===== src/rtl/riscv_pkg.sv =====
// riscv_pkg: shared controller state encodings and base RV32I opcode constants.
package riscv_pkg;
    typedef enum logic [1:0] {
        ST_RUN      = 2'b00,
        ST_MEM_WAIT = 2'b01
    } state_t;
    localparam int WAIT_W = 8;
    localparam logic [6:0] OP_RTYPE  = 7'b0110011;
    localparam logic [6:0] OP_ITYPE  = 7'b0010011;
    localparam logic [6:0] OP_LOAD   = 7'b0000011;
    localparam logic [6:0] OP_STORE  = 7'b0100011;
    localparam logic [6:0] OP_BRANCH = 7'b1100011;
endpackage


===== src/rtl/pipeline_ctrl_if.sv =====
// pipeline_ctrl_if: pipeline status inputs and hazard/flush control outputs of the controller.
interface pipeline_ctrl_if #(parameter int CNT_W = 16);
    logic [4:0] id_rs1, id_rs2, ex_rd;
    logic ex_memread, ex_branch_taken, mem_memread, mem_memwrite, dmem_ready;
    logic pc_write, ifid_write, control_sel, ifid_flush, freeze, dmem_req, mem_timeout;
    logic [1:0] state;
    logic [CNT_W-1:0] stall_cnt, flush_cnt;
    modport master (
        output id_rs1, id_rs2, ex_rd, ex_memread, ex_branch_taken, mem_memread, mem_memwrite, dmem_ready,
        input  pc_write, ifid_write, control_sel, ifid_flush, freeze, dmem_req, mem_timeout, state,
               stall_cnt, flush_cnt
    );
    modport slave (
        input  id_rs1, id_rs2, ex_rd, ex_memread, ex_branch_taken, mem_memread, mem_memwrite, dmem_ready,
        output pc_write, ifid_write, control_sel, ifid_flush, freeze, dmem_req, mem_timeout, state,
               stall_cnt, flush_cnt
    );
endinterface


===== src/rtl/hazard_detect.sv =====
// hazard_detect: load-use hazard between the load in EX and the sources of the instruction in ID.
module hazard_detect (
    input  logic       i_ex_memread,
    input  logic [4:0] i_ex_rd,
    input  logic [4:0] i_id_rs1,
    input  logic [4:0] i_id_rs2,
    output logic       o_hazard
);
    assign o_hazard = i_ex_memread & (i_ex_rd != 5'd0) & ((i_ex_rd == i_id_rs1) | (i_ex_rd == i_id_rs2));
endmodule


===== src/rtl/pipeline_ctrl.sv =====
// pipeline_ctrl: stall/flush/freeze control for a 5-stage pipeline with a data-memory wait FSM.
// Priority is memory wait > branch flush > load-use stall; all controls are combinational.
module pipeline_ctrl
    import riscv_pkg::*;
#(
    parameter int MEM_TIMEOUT = 255,
    parameter int CNT_W       = 16
) (
    input logic         clk,
    input logic         reset,
    pipeline_ctrl_if.slave bus
);
    localparam logic [WAIT_W-1:0] TMO_LAST = WAIT_W'(MEM_TIMEOUT - 1);
    state_t             r_state, w_next;
    logic [WAIT_W-1:0]  r_wait_cnt;
    logic [CNT_W-1:0]   r_stall_cnt, r_flush_cnt;
    logic               r_mem_timeout;
    logic               w_hazard, w_req, w_in_wait, w_wait, w_tmo_hit, w_flush, w_stall;
    logic               w_pc_write, w_control_sel, w_ifid_flush, w_freeze, w_dmem_req;

    hazard_detect u_hazard (
        .i_ex_memread (bus.ex_memread),
        .i_ex_rd      (bus.ex_rd),
        .i_id_rs1     (bus.id_rs1),
        .i_id_rs2     (bus.id_rs2),
        .o_hazard     (w_hazard)
    );

    assign w_req     = bus.mem_memread | bus.mem_memwrite;
    assign w_in_wait = r_state == ST_MEM_WAIT;
    // The release cycle of MEM_WAIT behaves like RUN so a held branch/hazard is acted on at once.
    assign w_wait    = ~bus.dmem_ready & (w_in_wait | ((r_state == ST_RUN) & w_req));
    assign w_tmo_hit = w_in_wait & ~bus.dmem_ready & (r_wait_cnt == TMO_LAST);
    assign w_flush   = ~w_wait & bus.ex_branch_taken;
    assign w_stall   = ~w_wait & ~bus.ex_branch_taken & w_hazard;

    always_ff @(posedge clk or posedge reset) begin
        if (reset) r_state <= ST_RUN;
        else r_state <= w_next;
    end

    always_comb begin
        w_next = (w_wait && !w_tmo_hit) ? ST_MEM_WAIT : ST_RUN;
    end

    always_comb begin
        w_pc_write    = ~reset & ~w_wait & ~w_stall;
        w_control_sel = reset | w_flush | w_stall;
        w_ifid_flush  = reset | w_flush;
        w_freeze      = ~reset & w_wait;
        w_dmem_req    = ~reset & w_req;
    end

    always_ff @(posedge clk or posedge reset) begin
        if (reset) begin
            r_wait_cnt    <= '0;
            r_stall_cnt   <= '0;
            r_flush_cnt   <= '0;
            r_mem_timeout <= 1'b0;
        end else begin
            r_wait_cnt <= (w_in_wait && w_wait && !w_tmo_hit) ? r_wait_cnt + 1'b1 : '0;
            if (w_stall && !(&r_stall_cnt)) r_stall_cnt <= r_stall_cnt + 1'b1;
            if (w_flush && !(&r_flush_cnt)) r_flush_cnt <= r_flush_cnt + 1'b1;
            if (w_tmo_hit) r_mem_timeout <= 1'b1;
        end
    end

    assign bus.pc_write    = w_pc_write;
    assign bus.ifid_write  = w_pc_write;
    assign bus.control_sel = w_control_sel;
    assign bus.ifid_flush  = w_ifid_flush;
    assign bus.freeze      = w_freeze;
    assign bus.dmem_req    = w_dmem_req;
    assign bus.mem_timeout = r_mem_timeout;
    assign bus.state       = r_state;
    assign bus.stall_cnt   = r_stall_cnt;
    assign bus.flush_cnt   = r_flush_cnt;
endmodule


===== src/flat_wrapper.sv =====
// flat-port wrapper written by rule: the top's interface ports become plain ports
module pipeline_ctrl_flat import riscv_pkg::*;
#(
    parameter int MEM_TIMEOUT = 255,
    parameter int CNT_W       = 16
)
  (clk, reset, bus_id_rs1, bus_id_rs2, bus_ex_rd, bus_ex_memread, bus_ex_branch_taken, bus_mem_memread, bus_mem_memwrite, bus_dmem_ready, bus_pc_write, bus_ifid_write, bus_control_sel, bus_ifid_flush, bus_freeze, bus_dmem_req, bus_mem_timeout, bus_state, bus_stall_cnt, bus_flush_cnt);
  pipeline_ctrl_if #(.CNT_W(CNT_W)) bus_i ();
  input logic clk;
  input logic reset;
  input wire logic [$bits(bus_i.id_rs1)-1:0] bus_id_rs1;
  input wire logic [$bits(bus_i.id_rs2)-1:0] bus_id_rs2;
  input wire logic [$bits(bus_i.ex_rd)-1:0] bus_ex_rd;
  input wire logic [$bits(bus_i.ex_memread)-1:0] bus_ex_memread;
  input wire logic [$bits(bus_i.ex_branch_taken)-1:0] bus_ex_branch_taken;
  input wire logic [$bits(bus_i.mem_memread)-1:0] bus_mem_memread;
  input wire logic [$bits(bus_i.mem_memwrite)-1:0] bus_mem_memwrite;
  input wire logic [$bits(bus_i.dmem_ready)-1:0] bus_dmem_ready;
  output wire logic [$bits(bus_i.pc_write)-1:0] bus_pc_write;
  output wire logic [$bits(bus_i.ifid_write)-1:0] bus_ifid_write;
  output wire logic [$bits(bus_i.control_sel)-1:0] bus_control_sel;
  output wire logic [$bits(bus_i.ifid_flush)-1:0] bus_ifid_flush;
  output wire logic [$bits(bus_i.freeze)-1:0] bus_freeze;
  output wire logic [$bits(bus_i.dmem_req)-1:0] bus_dmem_req;
  output wire logic [$bits(bus_i.mem_timeout)-1:0] bus_mem_timeout;
  output wire logic [$bits(bus_i.state)-1:0] bus_state;
  output wire logic [$bits(bus_i.stall_cnt)-1:0] bus_stall_cnt;
  output wire logic [$bits(bus_i.flush_cnt)-1:0] bus_flush_cnt;
  assign bus_i.id_rs1 = bus_id_rs1;
  assign bus_i.id_rs2 = bus_id_rs2;
  assign bus_i.ex_rd = bus_ex_rd;
  assign bus_i.ex_memread = bus_ex_memread;
  assign bus_i.ex_branch_taken = bus_ex_branch_taken;
  assign bus_i.mem_memread = bus_mem_memread;
  assign bus_i.mem_memwrite = bus_mem_memwrite;
  assign bus_i.dmem_ready = bus_dmem_ready;
  assign bus_pc_write = bus_i.pc_write;
  assign bus_ifid_write = bus_i.ifid_write;
  assign bus_control_sel = bus_i.control_sel;
  assign bus_ifid_flush = bus_i.ifid_flush;
  assign bus_freeze = bus_i.freeze;
  assign bus_dmem_req = bus_i.dmem_req;
  assign bus_mem_timeout = bus_i.mem_timeout;
  assign bus_state = bus_i.state;
  assign bus_stall_cnt = bus_i.stall_cnt;
  assign bus_flush_cnt = bus_i.flush_cnt;
  pipeline_ctrl #(.MEM_TIMEOUT(MEM_TIMEOUT), .CNT_W(CNT_W)) u_core (.clk(clk), .reset(reset), .bus(bus_i));
endmodule

===== config.mk =====
export PLATFORM = sky130hd
export DESIGN_NAME = pipeline_ctrl_flat
export DESIGN_NICKNAME = d
export VERILOG_FILES = /design/src/rtl/riscv_pkg.sv /design/src/rtl/pipeline_ctrl_if.sv /design/src/rtl/hazard_detect.sv /design/src/rtl/pipeline_ctrl.sv /design/src/flat_wrapper.sv
export SDC_FILE = /design/constraint.sdc
export NUM_CORES = 1
export LEC_CHECK = 0
export BUFFER_PORTS_ARGS = -buffer_cell sky130_fd_sc_hd__buf_2
export CAP_MARGIN = 20
export CORE_ASPECT_RATIO = 1.4
export CORE_UTILIZATION = 45
export CTS_BUF_LIST = sky130_fd_sc_hd__clkbuf_8 sky130_fd_sc_hd__clkbuf_16
export CTS_CLUSTER_DIAMETER = 150
export DETAILED_ROUTE_END_ITERATION = 12
export GPL_TIMING_DRIVEN = 0
export PLACE_DENSITY = 0.71
export SLEW_MARGIN = 30
export SYNTH_ARGS = -nofsm -noshare
export SYNTH_HDL_FRONTEND = slang
export SYNTH_SLANG_ARGS = --single-unit

===== constraint.sdc =====
create_clock -name clk -period 3.2 [get_ports clk]
set_input_delay 0.48 -clock clk [delete_from_list [all_inputs] [get_ports clk]]
set_output_delay 0.48 -clock clk [all_outputs]
set_load 0.01 [all_outputs]

# Word-level counts from Yosys, hierarchy flattened
# Index checks and enable logic that the tools add are counted.
# W data, S select, Z words.
dict set report word_totals {
  elab_cells 49
  out_inout_bits 41
  ff_bits 42
}
dict set report classes {
  n_reduce_logical 12
  eq_ne 4
  add_sub_neg 3
  n_mux 2
  bitwise_logic 23
}
# cell n
set ops {}
lappend ops {{$add A16 B1 Y16 const B} 2}
lappend ops {{$reduce_and A16 Y1} 2}
lappend ops {{$and A1 B1 Y1} 13}
lappend ops {{$eq A5 B5 Y1} 2}
lappend ops {{$add A8 B1 Y8 const B} 1}
lappend ops {{$eq A8 B8 Y1 const B} 1}
lappend ops {{$mux W8} 1}
lappend ops {{$logic_and A1 B1 Y1} 5}
lappend ops {{$not A1 Y1} 5}
lappend ops {{$or A1 B1 Y1} 5}
lappend ops {{$reduce_bool A5 Y1} 1}
lappend ops {{$logic_not A1 Y1} 3}
lappend ops {{$logic_not A2 Y1} 1}
lappend ops {{$eq A1 B1 Y1 const B} 1}
lappend ops {{$mux W1} 1}

# Depth between registers and ports, before layout
# Gate-level depths: netlist of run 1.
dict set report logic_depth {
  word_depth 9
  mapped_depth 7
  mapped_depth_nobuf 6
}

# By module
# A second synthesis of run 1 with hierarchy kept.
dict set report hier_totals {
  cells_unflattened 221
  hier_area_um2 2290.9
}
# mod instances seq_area_each_um2 cells_per_inst area_each_um2
set by_module_without_submodules {}
lappend by_module_without_submodules {pipeline_ctrl 1 1051.0 204 2165.8}
lappend by_module_without_submodules {hazard_detect 1 0.0 17 125.1}

# Worst setup path after synthesis of run 1
# OpenSTA, ideal clock, no wires.
dict set report synth_timing {
  kind {in2out}
  start {input reset}
  end {output bus_control_sel}
  cell_stages 3
  required_ns 2.720
  t_arrival_ns 1.942
  slack_ns 0.778
  path_cell_list {inv_1 > nand2_1 > o21bai_1}
}
dict set report synth_between {
  elab_chain_len 2
}
# item line_no
set synth_lines {}
lappend synth_lines {{from (decl)} flat_wrapper.sv:10} ;# input logic reset;
lappend synth_lines {{$or A1 B1 Y1} n/a}
lappend synth_lines {{via bus_ifid_flush} flat_wrapper.sv:22} ;# output wire logic [$bits(bus_i.ifid_flush)-1:0] bus_ifid_flush;
lappend synth_lines {{$or A1 B1 Y1} pipeline_ctrl.sv:48} ;# w_control_sel = reset | w_flush | w_stall;
lappend synth_lines {{to (decl)} flat_wrapper.sv:21} ;# output wire logic [$bits(bus_i.control_sel)-1:0] bus_control_sel;
# The timed path passes the listed nets, and every way through them passes these cells.

# Final worst setup path of run 1
dict set report layout_timing {
  start {input bus_ex_rd[0]}
  end {output bus_pc_write}
}
dict set report layout_between {
  elab_chain_len 6
  word_cells_on_any_way 9
  classes_between {eq/ne: 2; bitwise: 6; reduce/logical: 1}
}
# item line_no
set layout_lines {}
lappend layout_lines {{from (decl)} flat_wrapper.sv:13} ;# input wire logic [$bits(bus_i.ex_rd)-1:0] bus_ex_rd;
lappend layout_lines {{$eq A5 B5 Y1 / $reduce_bool A5 Y1 (equally long branches)} hazard_detect.sv:9} ;# assign o_hazard = i_ex_memread & (i_ex_rd != 5'd0) & ((i_ex_rd == i_id_rs1) | (i_ex_rd == i_id_rs2));
lappend layout_lines {{$or A1 B1 Y1 / $and A1 B1 Y1 (equally long branches)} hazard_detect.sv:9}
lappend layout_lines {{$and A1 B1 Y1 *} hazard_detect.sv:9}
lappend layout_lines {{$and A1 B1 Y1 *} pipeline_ctrl.sv:35} ;# assign w_stall = ~w_wait & ~bus.ex_branch_taken & w_hazard;
lappend layout_lines {{$not A1 Y1 *} pipeline_ctrl.sv:47} ;# w_pc_write = ~reset & ~w_wait & ~w_stall;
lappend layout_lines {{$and A1 B1 Y1 *} pipeline_ctrl.sv:47}
lappend layout_lines {{to (decl)} flat_wrapper.sv:19} ;# output wire logic [$bits(bus_i.pc_write)-1:0] bus_pc_write;
# Every way passes the cells marked *; elsewhere a longest branch is shown, timed or not.

==> metrics.md, run 1 <==
| Metric | Value |
|---|---|
| Actual slew at the worst max-slew pin | 0.496 ns |
| Share of post-route cells with drive strength above 1 | 0.313 |
| CTS Buffer Depth | 2 |
| Leak | 1.31 nW |
| Most used flip-flop cell after synthesis | dfrtp_1 |
| Post-detail-place hpwl | 3.47 mm |
| Area of the core | 0.00484 mm^2 |
| Worst R2R Start | u_core.bus.stall_cnt[0]$_DFFE_PP0P_ |
| Share of synthesized area occupied by flip-flops and latches | 0.466 |
| Total power consumption of the routed design | 1.23 mW |
| Source of the critical timing path | bus_ex_rd[0] |
| Post-synth EDFFs | 0 |
| Total Die Area | 0.00530 mm^2 |
| Total I/O pin count | 63 |
| Maximum number of pins on one net before global-route repair | 30 |
| Synthesis Warnings | 0 |
| Remaining antenna violation count after routing | 0 |
| Cell area after synthesis | 0.00225 mm^2 |
| Critical path data arrival time | 2.12 ns |
| Cell mode on critical path | buf_2 |
| PD cells | 450 mW/mm^2 |
| Placed inst area | 0.00266 mm^2 |
| RePlAce Congestion | 0.918 |
| Gr ovfl total | 0 |
| Number of DRC violations after detailed routing | 0 |
| Part of the total power dissipated in sequential elements | 0.526 |
| Die Span Y | 85.8 um |
| Setup repair after global routing missed its margin | no |
| Number of input and output port buffers inserted | 61 |
| Crit share post-route | 0.812 |
| Dominant cells by area after synthesis | dfrtp_1 (47%), xnor2_1 (14%), nand3_1 (5.3%), xor2_1 (3.1%), and3_1 (3.1%) |
| Startpoint type of the worst setup path | input pin |
| Post-layout nets | 311 |
| Destination of the critical timing path | bus_pc_write |
| Detailed-router iteration count before antenna repair | 5 |
| Clock group share of total power | 0.274 |
| Sort of element at the end of the critical path | output pin |
| Upper clock frequency limit | 385 MHz |
| Design Area, Final | 0.00274 mm^2 |
| Chip Width | 61.8 um |
| Final critical-path required period | 2.60 ns |
| Register bit count reported by yosys | 42 |
| Synth Area per Inst | 10.4 um^2 |
| Clock tree from TritonCTS | done |
| Yosys top cell by area | dfrtp_1 |
| Combinational power share | 0.200 |
| Antenna Diode Count | 0 |
| H-tree Lvls | 2 |
| Vias per std cell | 5.31 |
| Status | finished, final reports clean |
| Relative max-transition margin | 0.667 |
| Fin Clk Skew | 0.00785 ns |
| Most frequent standard cell in the layout excluding fill and tap cells | buf_2 |
| Via count of the first global-routing pass | 1738 |
| Share of Yosys cell area claimed by the top area cell type | 0.466 |
| Category of the most critical setup path | input pin to output pin |
| Final slew viol count | 0 |
| Final cell utilization of the core | 0.566 |
| Count of max-cap constraint violations | 0 |
| Tightest Hold Check Type | input pin to asynchronous set/reset pin |
| Global-route wire length before repair | 7.65 mm |
| Total CTS buffers | 5 |
| Syn Nets | 242 |
| Initial antenna violation count | 0 |
| Stage delay of the slowest cell on the critical path | 0.38 ns |
| Depth of the worst register-to-register path | 6 |
| Wirelength per Cell | 13.4 um |
| Setup Fix Bufs, Post-CTS | 0 |
| Clock slew seen by the registers of the worst setup and hold paths | 0.08 ns |
| Critical-path cell list | buf_2, xnor2_1, nand3_1, o22ai_2, buf_2, nand2_1, o211a_1, buf_4, buf_2 |
| Syn Inst Count | 216 |
| Setup violation total in the final timing report | 0 |
| Final routed wirelength across all metal layers | 4.65 mm |
| Cell-internal power | 866 uW |
| Switching fraction of total power | 0.298 |
| RR Endpoint | u_core.bus.stall_cnt[1]$_DFFE_PP0P_ |
| Hold-fix buffer count after cts | 0 |
| Switching power | 368 uW |
| Largest vdd supply drop | 0.262 mV |
| Via count | 1847 |
| Number of instances resized during post-cts repair | 0 |
| Starting density of the core | 0.466 |
| Root buf cell | clkbuf_8 |
| Leading cell types in the layout, fill and taps excluded | buf_2 (63), dfrtp_1 (42), xnor2_1 (37), nand3_1 (24), nand2_1 (17) |
| Clock tree sinks | 42 |
| Number of violations reported at the end of detailed-routing iteration 0 | 122 |
| CP Max Fanout | 10 |
| Rows | 30 |
| Total negative setup slack | 0 ns |
| Count of placed standard cells including taps | 342 |
| Data required time of the critical path | 2.72 ns |
| Final hold violation count | 0 |
| Gr usage total | 0.194 |
| Slowest library cell on the worst path | o22ai_2 |
| Area growth from synthesis to layout | 21.6% |
| R2R Setup Slk | 1.19 ns |
| Share of synthesized flip-flops with an asynchronous set or reset | 1.00 |
| Final cell count without fillers | 348 |
| Distinct cells, synth | 39 |
| Clock latency at the later pin of the worst-skew pair | 0.29 ns |
-- power by group through the flow --
| stage | clock, mW | combinational (mW) | sequential (mW) |
|---|---|---|---|
| 2_1_floorplan | 0 | 0.128 | 0.667 |
| 3_3_place_gp | 0 | 0.240 | 0.656 |
| 3_5_place_dp | 0 | 0.249 | 0.657 |
| 4_1_cts | 0.347 | 0.252 | 0.649 |
| 5_1_grt | 0.372 | 0.275 | 0.660 |
| 6_report | 0.339 | 0.247 | 0.649 |
-- sequential cells by signal, summed over array words and instances (netlist names) --
register                cells
u_core.r_wait_cnt           8
u_core.bus.state            1
u_core.bus.mem_timeout      1
u_core.bus.flush_cnt       16
u_core.bus.stall_cnt       16
-- final cells by class --
type                    instances  area (um^2)
flip-flops and latches         42         1050
inverters                       2         7.51
fillers                       423         2100
repair buffers                 62          325
clock buffers                   6         82.6
multi-input cells             166         1150
well taps                      64         80.1
plain buffers                   6         43.8
-- kinds of logic (layout without fill, tap and decap cells) --
| logic type | Yosys count | in the layout | synth area share |
|---|---|---|---|
| other | 1 | 1 | 0.00166 |
| xor gates and xnor gates | 45 | 45 | 0.175 |
| buffers and inverters | 8 | 76 | 0.0228 |
| AOI/OAI and AO/OA | 10 | 10 | 0.0450 |
| muxes | 3 | 3 | 0.0150 |
| and+or+nand+nor | 103 | 103 | 0.253 |
| adders and majority gates | 4 | 4 | 0.0222 |
| DFF | 42 | 42 | 0.466 |
-- metrics by stage --
step                worst slack (ns)  hold slack (ns)
floorplan                      0.778            0.492
global placement               0.257            0.468
detailed placement             0.592            0.467
CTS                            0.589            0.176
global route                   0.441            0.198
finish                         0.601            0.168
-- routing by layer --
layer | vias up | part of all wire | global-route usage
met1 | 875 | 0.42 | 0.229
li1 | 893 | - | -
met2 | 71 | 0.52 | 0.326
met4 | 0 | 0.018 | 0.101
met3 | 8 | 0.044 | 0.0332
met5 | - | 0 | 0
-- critical path: cells and delay by family --
| family | cells | cell delay (ns) |
|---|---|---|
| AOI/OAI and AO/OA | 2 | 0.61 |
| and+or+nand+nor | 2 | 0.20 |
| xor gates and xnor gates | 1 | 0.16 |
| buffers and inverters | 4 | 0.67 |
-- synth_stat cells, types with 2 or more instances --
master and instances:
and3_1 11, nor2_1 16, nor2b_1 2, xnor2_1 37
inv_1 2, buf_2 2, nor3_1 5, buf_4 3
dfrtp_1 42, nand3_1 24, nand4_2 2, or2_2 2
nor3_2 2, xor2_1 8, o2111ai_1 2, nand2_1 17
and4_1 3, nand4_1 11, mux2_2 2, ha_1 4
-- worst min path at each step --
stage,slack [ns],end
after detailed placement,0.47,u_core.bus.mem_timeout$_DFFE_PP0P_
after global routing,0.20,u_core.bus.flush_cnt[6]$_DFFE_PP0P_
after floorplan,0.49,u_core.r_wait_cnt[0]$_DFF_PP0_
final,0.17,u_core.r_wait_cnt[3]$_DFF_PP0_
after global placement,0.47,u_core.bus.mem_timeout$_DFFE_PP0P_
after CTS,0.18,u_core.r_wait_cnt[0]$_DFF_PP0_
Note: power is estimated with default switching activity, not from simulation.
==> inputs of run 2 (changes only) <==
Settings changed: PLACE_DENSITY 0.71 to 0.74.
Clock period 3.2 ns to 2.1 ns, I/O delays scaled along.
==> run 2 against run 1 <==
Routed wire length increased by 6.7%. Clock skew increased by 0.0046 ns. Count of clock-buffer cells in the layout decreased by 1. Die area unchanged. Critical path type unchanged.
==> metrics.md, run 2 (synthesis results as in run 1) <==
| Metric | Value |
|---|---|
| Via count | 1873 |
| Worst path setup slack after routing | 0.123 ns |
| Clock tree from TritonCTS | done |
| Largest vdd supply drop | 0.528 mV |
| Final slew viol count | 0 |
| Clock latency at the later pin of the worst-skew pair | 0.30 ns |
| Tightest Hold Check Type | input pin to asynchronous set/reset pin |
| Relative max-transition margin | 0.650 |
| Number of filler instances in the final layout | 427 |
| Total negative setup slack | 0 ns |
| Global-route wire length before repair | 7.65 mm |
| Post-layout nets | 314 |
| Area growth from synthesis to layout | 27.0% |
| PD cells | 750 mW/mm^2 |
| Gr ovfl total | 0 |
| Setup violation total in the final timing report | 0 |
| Gr usage total | 0.194 |
| Antenna Diode Count | 0 |
| Leak | 1.37 nW |
| Count of max-cap constraint violations | 0 |
| Vias per std cell | 5.31 |
| Category of the most critical setup path | input pin to output pin |
| R2R Setup Slk | 0.18 ns |
| Cell mode on critical path | buf_2 |
| Actual slew at the worst max-slew pin | 0.521 ns |
| CP Max Fanout | 4 |
| CTS Buffer Depth | 2 |
| Final critical-path required period | 1.98 ns |
| Buffers & Inverters on Critical Path | 4 |
| Crit share post-route | 0.941 |
| Slowest library cell on the worst path | o211a_1 |
| Initial antenna violation count | 0 |
| Status | finished, final reports clean |
| Final hold violation count | 0 |
| Fin Clk Skew | 0.0125 ns |
| Most frequent standard cell in the layout excluding fill and tap cells | buf_2 |
| Remaining antenna violation count after routing | 0 |
| Starting density of the core | 0.466 |
| Area of the core | 0.00484 mm^2 |
| Root buf cell | clkbuf_8 |
| Upper clock frequency limit | 506 MHz |
| Placement Setup Slack | -0.227 ns |
| H-tree Lvls | 2 |
| Critical path data arrival time | 1.66 ns |
| Clock tree sinks | 42 |
| Data required time of the critical path | 1.78 ns |
| Critical-path cell list | buf_2, xnor2_2, nand3_1, o22ai_4, buf_6, nand2_1, o211a_1, buf_4, buf_2 |
| Number of DRC violations after detailed routing | 0 |
| Rows | 30 |
| RePlAce Congestion | 0.786 |
| Via count of the first global-routing pass | 1736 |
| Startpoint type of the worst setup path | input pin |
| Die Span Y | 85.8 um |
| Total I/O pin count | 63 |
| Final routed wirelength across all metal layers | 4.96 mm |
| Number of input and output port buffers inserted | 61 |
| Detailed-router iteration count before antenna repair | 4 |
| Leading cell types in the layout, fill and taps excluded | buf_2 (62), dfrtp_1 (42), xnor2_1 (34), nand3_1 (24), nand2_1 (17) |
| Sort of element at the end of the critical path | output pin |
| Setup repair after global routing missed its margin | no |
| Stage delay of the slowest cell on the critical path | 0.24 ns |
| Total CTS buffers | 5 |
| Total Die Area | 0.00530 mm^2 |
| Number of violations reported at the end of detailed-routing iteration 0 | 43 |
| FF/Latch Area | 0.00105 mm^2 |
| Share of post-route cells with drive strength above 1 | 0.336 |
| Post-detail-place hpwl | 3.55 mm |
| Chip Width | 61.8 um |
| Combined area of the multi-input logic cells | 0.00119 mm^2 |
| Maximum number of pins on one net before global-route repair | 27 |
| Cell type group with the largest total delay on the critical path | buffers and inverters |
| Clock slew seen by the registers of the worst setup and hold paths | 0.09 ns |
| Wirelength per Cell | 14.0 um |
[run 2: changes by cell type in the layout (fill, tap and decap cells not counted), sizes merged]
cell / previous run / this run
buf: 68 / 71
bufinv: 0 / 2
clkbuf: 6 / 5
clkinv: 0 / 1
[run 2: worst paths after layout]
check,from,end,cells after the start
max in group asynchronous,reset,u_core.bus.stall_cnt[8]$_DFFE_PP0P_,3
hold / removal,reset,u_core.bus.mem_timeout$_DFFE_PP0P_,2
min in group clk,bus_dmem_ready,u_core.bus.state[0]$_DFF_PP0_,3
setup reg to reg,u_core.bus.stall_cnt[0]$_DFFE_PP0P_,u_core.bus.stall_cnt[1]$_DFFE_PP0P_,6
setup / recovery,bus_ex_rd[4],bus_pc_write,9
hold reg to reg,u_core.bus.mem_timeout$_DFFE_PP0P_,u_core.bus.mem_timeout$_DFFE_PP0P_,1
[run 2: final cells by class]
class | instances | share of cell area
repair buffers | 65 | 0.122
clock inverters | 3 | 0.0240
multi-input cells | 166 | 0.415
clock buffers | 5 | 0.0240
plain buffers | 6 | 0.0175
flip-flops and latches | 42 | 0.367
well taps | 64 | 0.0280
inverters | 2 | 0.00262
[run 2: stage by stage]
step | std cells | hold WS (ns) | area (um^2) | power, mW | util
CTS | 351 | 0.0231 | 2820 | 2.16 | 0.581
global route | 353 | 0.0477 | 2860 | 2.26 | 0.591
global placement | 341 | 0.452 | 2640 | 1.36 | 0.545
floorplan | 216 | 0.455 | 2250 | 1.21 | -
finish | 353 | 0.0188 | 2860 | 2.15 | 0.591
detailed placement | 342 | 0.356 | 2660 | 1.38 | 0.549
[run 2: power by group]
part           switching, mW  internal (mW)
logic                  0.200          0.192
registers              0.107          0.882
clock network          0.290          0.476
[run 2: routing by layer]
metal | global-route usage | vias up | wire length (um)
met4 | 0.0828 | 0 | 106
met1 | 0.229 | 886 | 2040
met2 | 0.328 | 73 | 2540
li1 | - | 903 | -
met5 | 0 | - | 0
met3 | 0.0392 | 11 | 269
[run 2: timing repair]
| action | CTS | global route |
|---|---|---|
| endpoints found under the hold margin | 0 | 0 |
| endpoints found under the setup margin | 2 | 2 |
| gates resized for setup | 2 | 5 |
| pin swaps | 1 | 1 |
| cloned | 0 | 0 |
| hold buffers | 0 | 0 |
| setup buffers | 1 | 2 |
==> inputs of run 3 (changes only) <==
Settings changed: REMOVE_ABC_BUFFERS set to 1.
==> run 3 against run 2 <==
Final area decreased by 3.0%. Sequential cell count unchanged. Core utilization decreased by 1.8 points. Sequential power decreased by 0.6%. Via count decreased by 2.5%. Combinational power decreased by 5%. Register-to-register slack got worse by 0.03 ns. Non-clock buffer count decreased by 7. Critical path depth decreased by 3. Clock skew decreased by 0.0069 ns. Largest cell class unchanged.
==> metrics.md, run 3 (synthesis results as in run 1) <==
| Metric | Value |
|---|---|
| Total CTS buffers | 5 |
| Largest vdd supply drop | 0.399 mV |
| Post-detail-place hpwl | 3.52 mm |
| Actual slew at the worst max-slew pin | 0.592 ns |
| Combinational power share | 0.189 |
| Final routed wirelength across all metal layers | 4.68 mm |
| Chip Width | 61.8 um |
| Tightest Hold Check Type | input pin to asynchronous set/reset pin |
| CTS Buffer Depth | 2 |
| Category of the most critical setup path | flip-flop to flip-flop |
| Post-layout nets | 307 |
| Area growth from synthesis to layout | 23.2% |
| Clock slew seen by the registers of the worst setup and hold paths | 0.08 ns |
| Clock tree sinks | 42 |
| Number of DRC violations after detailed routing | 0 |
| RePlAce Congestion | 0.786 |
| Gr usage total | 0.193 |
| Remaining antenna violation count after routing | 0 |
| Area of the core | 0.00484 mm^2 |
| Leading cell types in the layout, fill and taps excluded | buf_2 (61), dfrtp_1 (42), xnor2_1 (37), nand3_1 (24), nand2_1 (17) |
| Setup repair after global routing missed its margin | no |
| Global-route wire length before repair | 7.71 mm |
| Final hold violation count | 0 |
| Antenna Diode Count | 0 |
| Most frequent standard cell in the layout excluding fill and tap cells | buf_2 |
| Vias per std cell | 5.28 |
| Relative max-transition margin | 0.605 |
| Startpoint type of the worst setup path | flip-flop |
| Tightest hold margin | 0.102 ns |
| Setup violation total in the final timing report | 0 |
| Switching power | 568 uW |
| Status | finished, final reports clean |
| Clock group share of total power | 0.314 |
| Detailed-router iteration count before antenna repair | 4 |
| Via count | 1826 |
| Upper clock frequency limit | 512 MHz |
| Data required time of the critical path | 2.28 ns |
| Fin Clk Skew | 0.00551 ns |
| Die Span Y | 85.8 um |
| Count of max-cap constraint violations | 0 |
| Total power consumption of the routed design | 1.98 mW |
| Count of placed standard cells including taps | 336 |
| Clock tree from TritonCTS | done |
| Gr ovfl total | 0 |
| Critical path data arrival time | 2.13 ns |
| Starting density of the core | 0.466 |
| PD cells | 713 mW/mm^2 |
| Root buf cell | clkbuf_8 |
| Part of the total power dissipated in sequential elements | 0.497 |
| Final critical-path required period | 1.95 ns |
| Total I/O pin count | 63 |
| Number of violations reported at the end of detailed-routing iteration 0 | 52 |
| Maximum number of pins on one net before global-route repair | 28 |
| Clock latency at the later pin of the worst-skew pair | 0.29 ns |
| Switching fraction of total power | 0.287 |
| Rows | 30 |
| CP Max Fanout | 12 |
| Final slew viol count | 0 |
| Crit share post-route | 0.931 |
| Final cell count without fillers | 346 |
| Initial antenna violation count | 0 |
| Sort of element at the end of the critical path | flip-flop |
| Leak | 1.31 nW |
| Via count of the first global-routing pass | 1811 |
| Cell-internal power | 1.41 mW |
| Total Die Area | 0.00530 mm^2 |
| H-tree Lvls | 2 |
| Wirelength per Cell | 13.5 um |
| Number of input and output port buffers inserted | 61 |
| Share of post-route cells with drive strength above 1 | 0.316 |
[run 3: final timing paths]
kind / start / to / slack, ns / cells past startpoint
worst max-delay path: u_core.bus.stall_cnt[0]$_DFFE_PP0P_ / u_core.bus.stall_cnt[1]$_DFFE_PP0P_ / 0.15 / 6
worst min-delay path: reset / u_core.bus.mem_timeout$_DFFE_PP0P_ / 0.10 / 2
worst max register to register: u_core.bus.stall_cnt[0]$_DFFE_PP0P_ / u_core.bus.stall_cnt[1]$_DFFE_PP0P_ / 0.15 / 6
worst min register to register: u_core.bus.mem_timeout$_DFFE_PP0P_ / u_core.bus.mem_timeout$_DFFE_PP0P_ / 0.48 / 1
max in group asynchronous: reset / u_core.bus.stall_cnt[0]$_DFFE_PP0P_ / 1.50 / 3
min in group clk: bus_dmem_ready / u_core.bus.state[0]$_DFF_PP0_ / 0.39 / 3
[run 3: layout make-up]
cell class                      instances  area (um^2)
Multi-Input combinational cell        166         1180
Timing Repair Buffer                   64          348
Inverter                                2         7.51
Clock buffer                            5         68.8
Fill cell                             432         2060
Clock inverter                          3         40.0
Sequential cell                        42         1050
Tap cell                               64         80.1
[run 3: worst max-delay path, cell delays in order (launching register included)]
cell and delay (ns):
dfrtp_1 0.42, ha_1 0.25, nand4_1 0.21, nor3_2 0.08, a31oi_4 0.37, nand3_1 0.20
mux2_2 0.31
[run 3: power by group through the flow]
stage	sequential, mW	clock [mW]	combinational (mW)
2_1_floorplan	1.02	0	0.184
3_3_place_gp	0.997	0	0.354
3_5_place_dp	0.997	0	0.373
4_1_cts	0.983	0.645	0.378
5_1_grt	1.00	0.677	0.420
6_report	0.984	0.622	0.373
[run 3: per-stage QoR]
stage	util	setup slack [ns]	setup TNS [ns]	area, um^2
global placement	0.536	-0.480	-1.63	2600
finish	0.574	0.146	0	2780
detailed placement	0.542	-0.0861	-0.241	2620
CTS	0.569	0.0579	0	2750
floorplan	-	0.00809	0	2210
global route	0.574	0.0149	0	2780
[run 3: what timing repair did]
action,in CTS,in global routing
pin swaps,0,4
setup buffers,0,2
gates resized for setup,3,2
hold buffers,0,0
setup endpoints to repair,3,4
[run 3: layer usage]
metal | track usage | up-vias | wire length [um]
li1 | - | 883 | -
met1 | 0.221 | 866 | 1920
met2 | 0.334 | 69 | 2370
met3 | 0.0468 | 8 | 306
met4 | 0.0727 | 0 | 82
met5 | 0 | - | 0
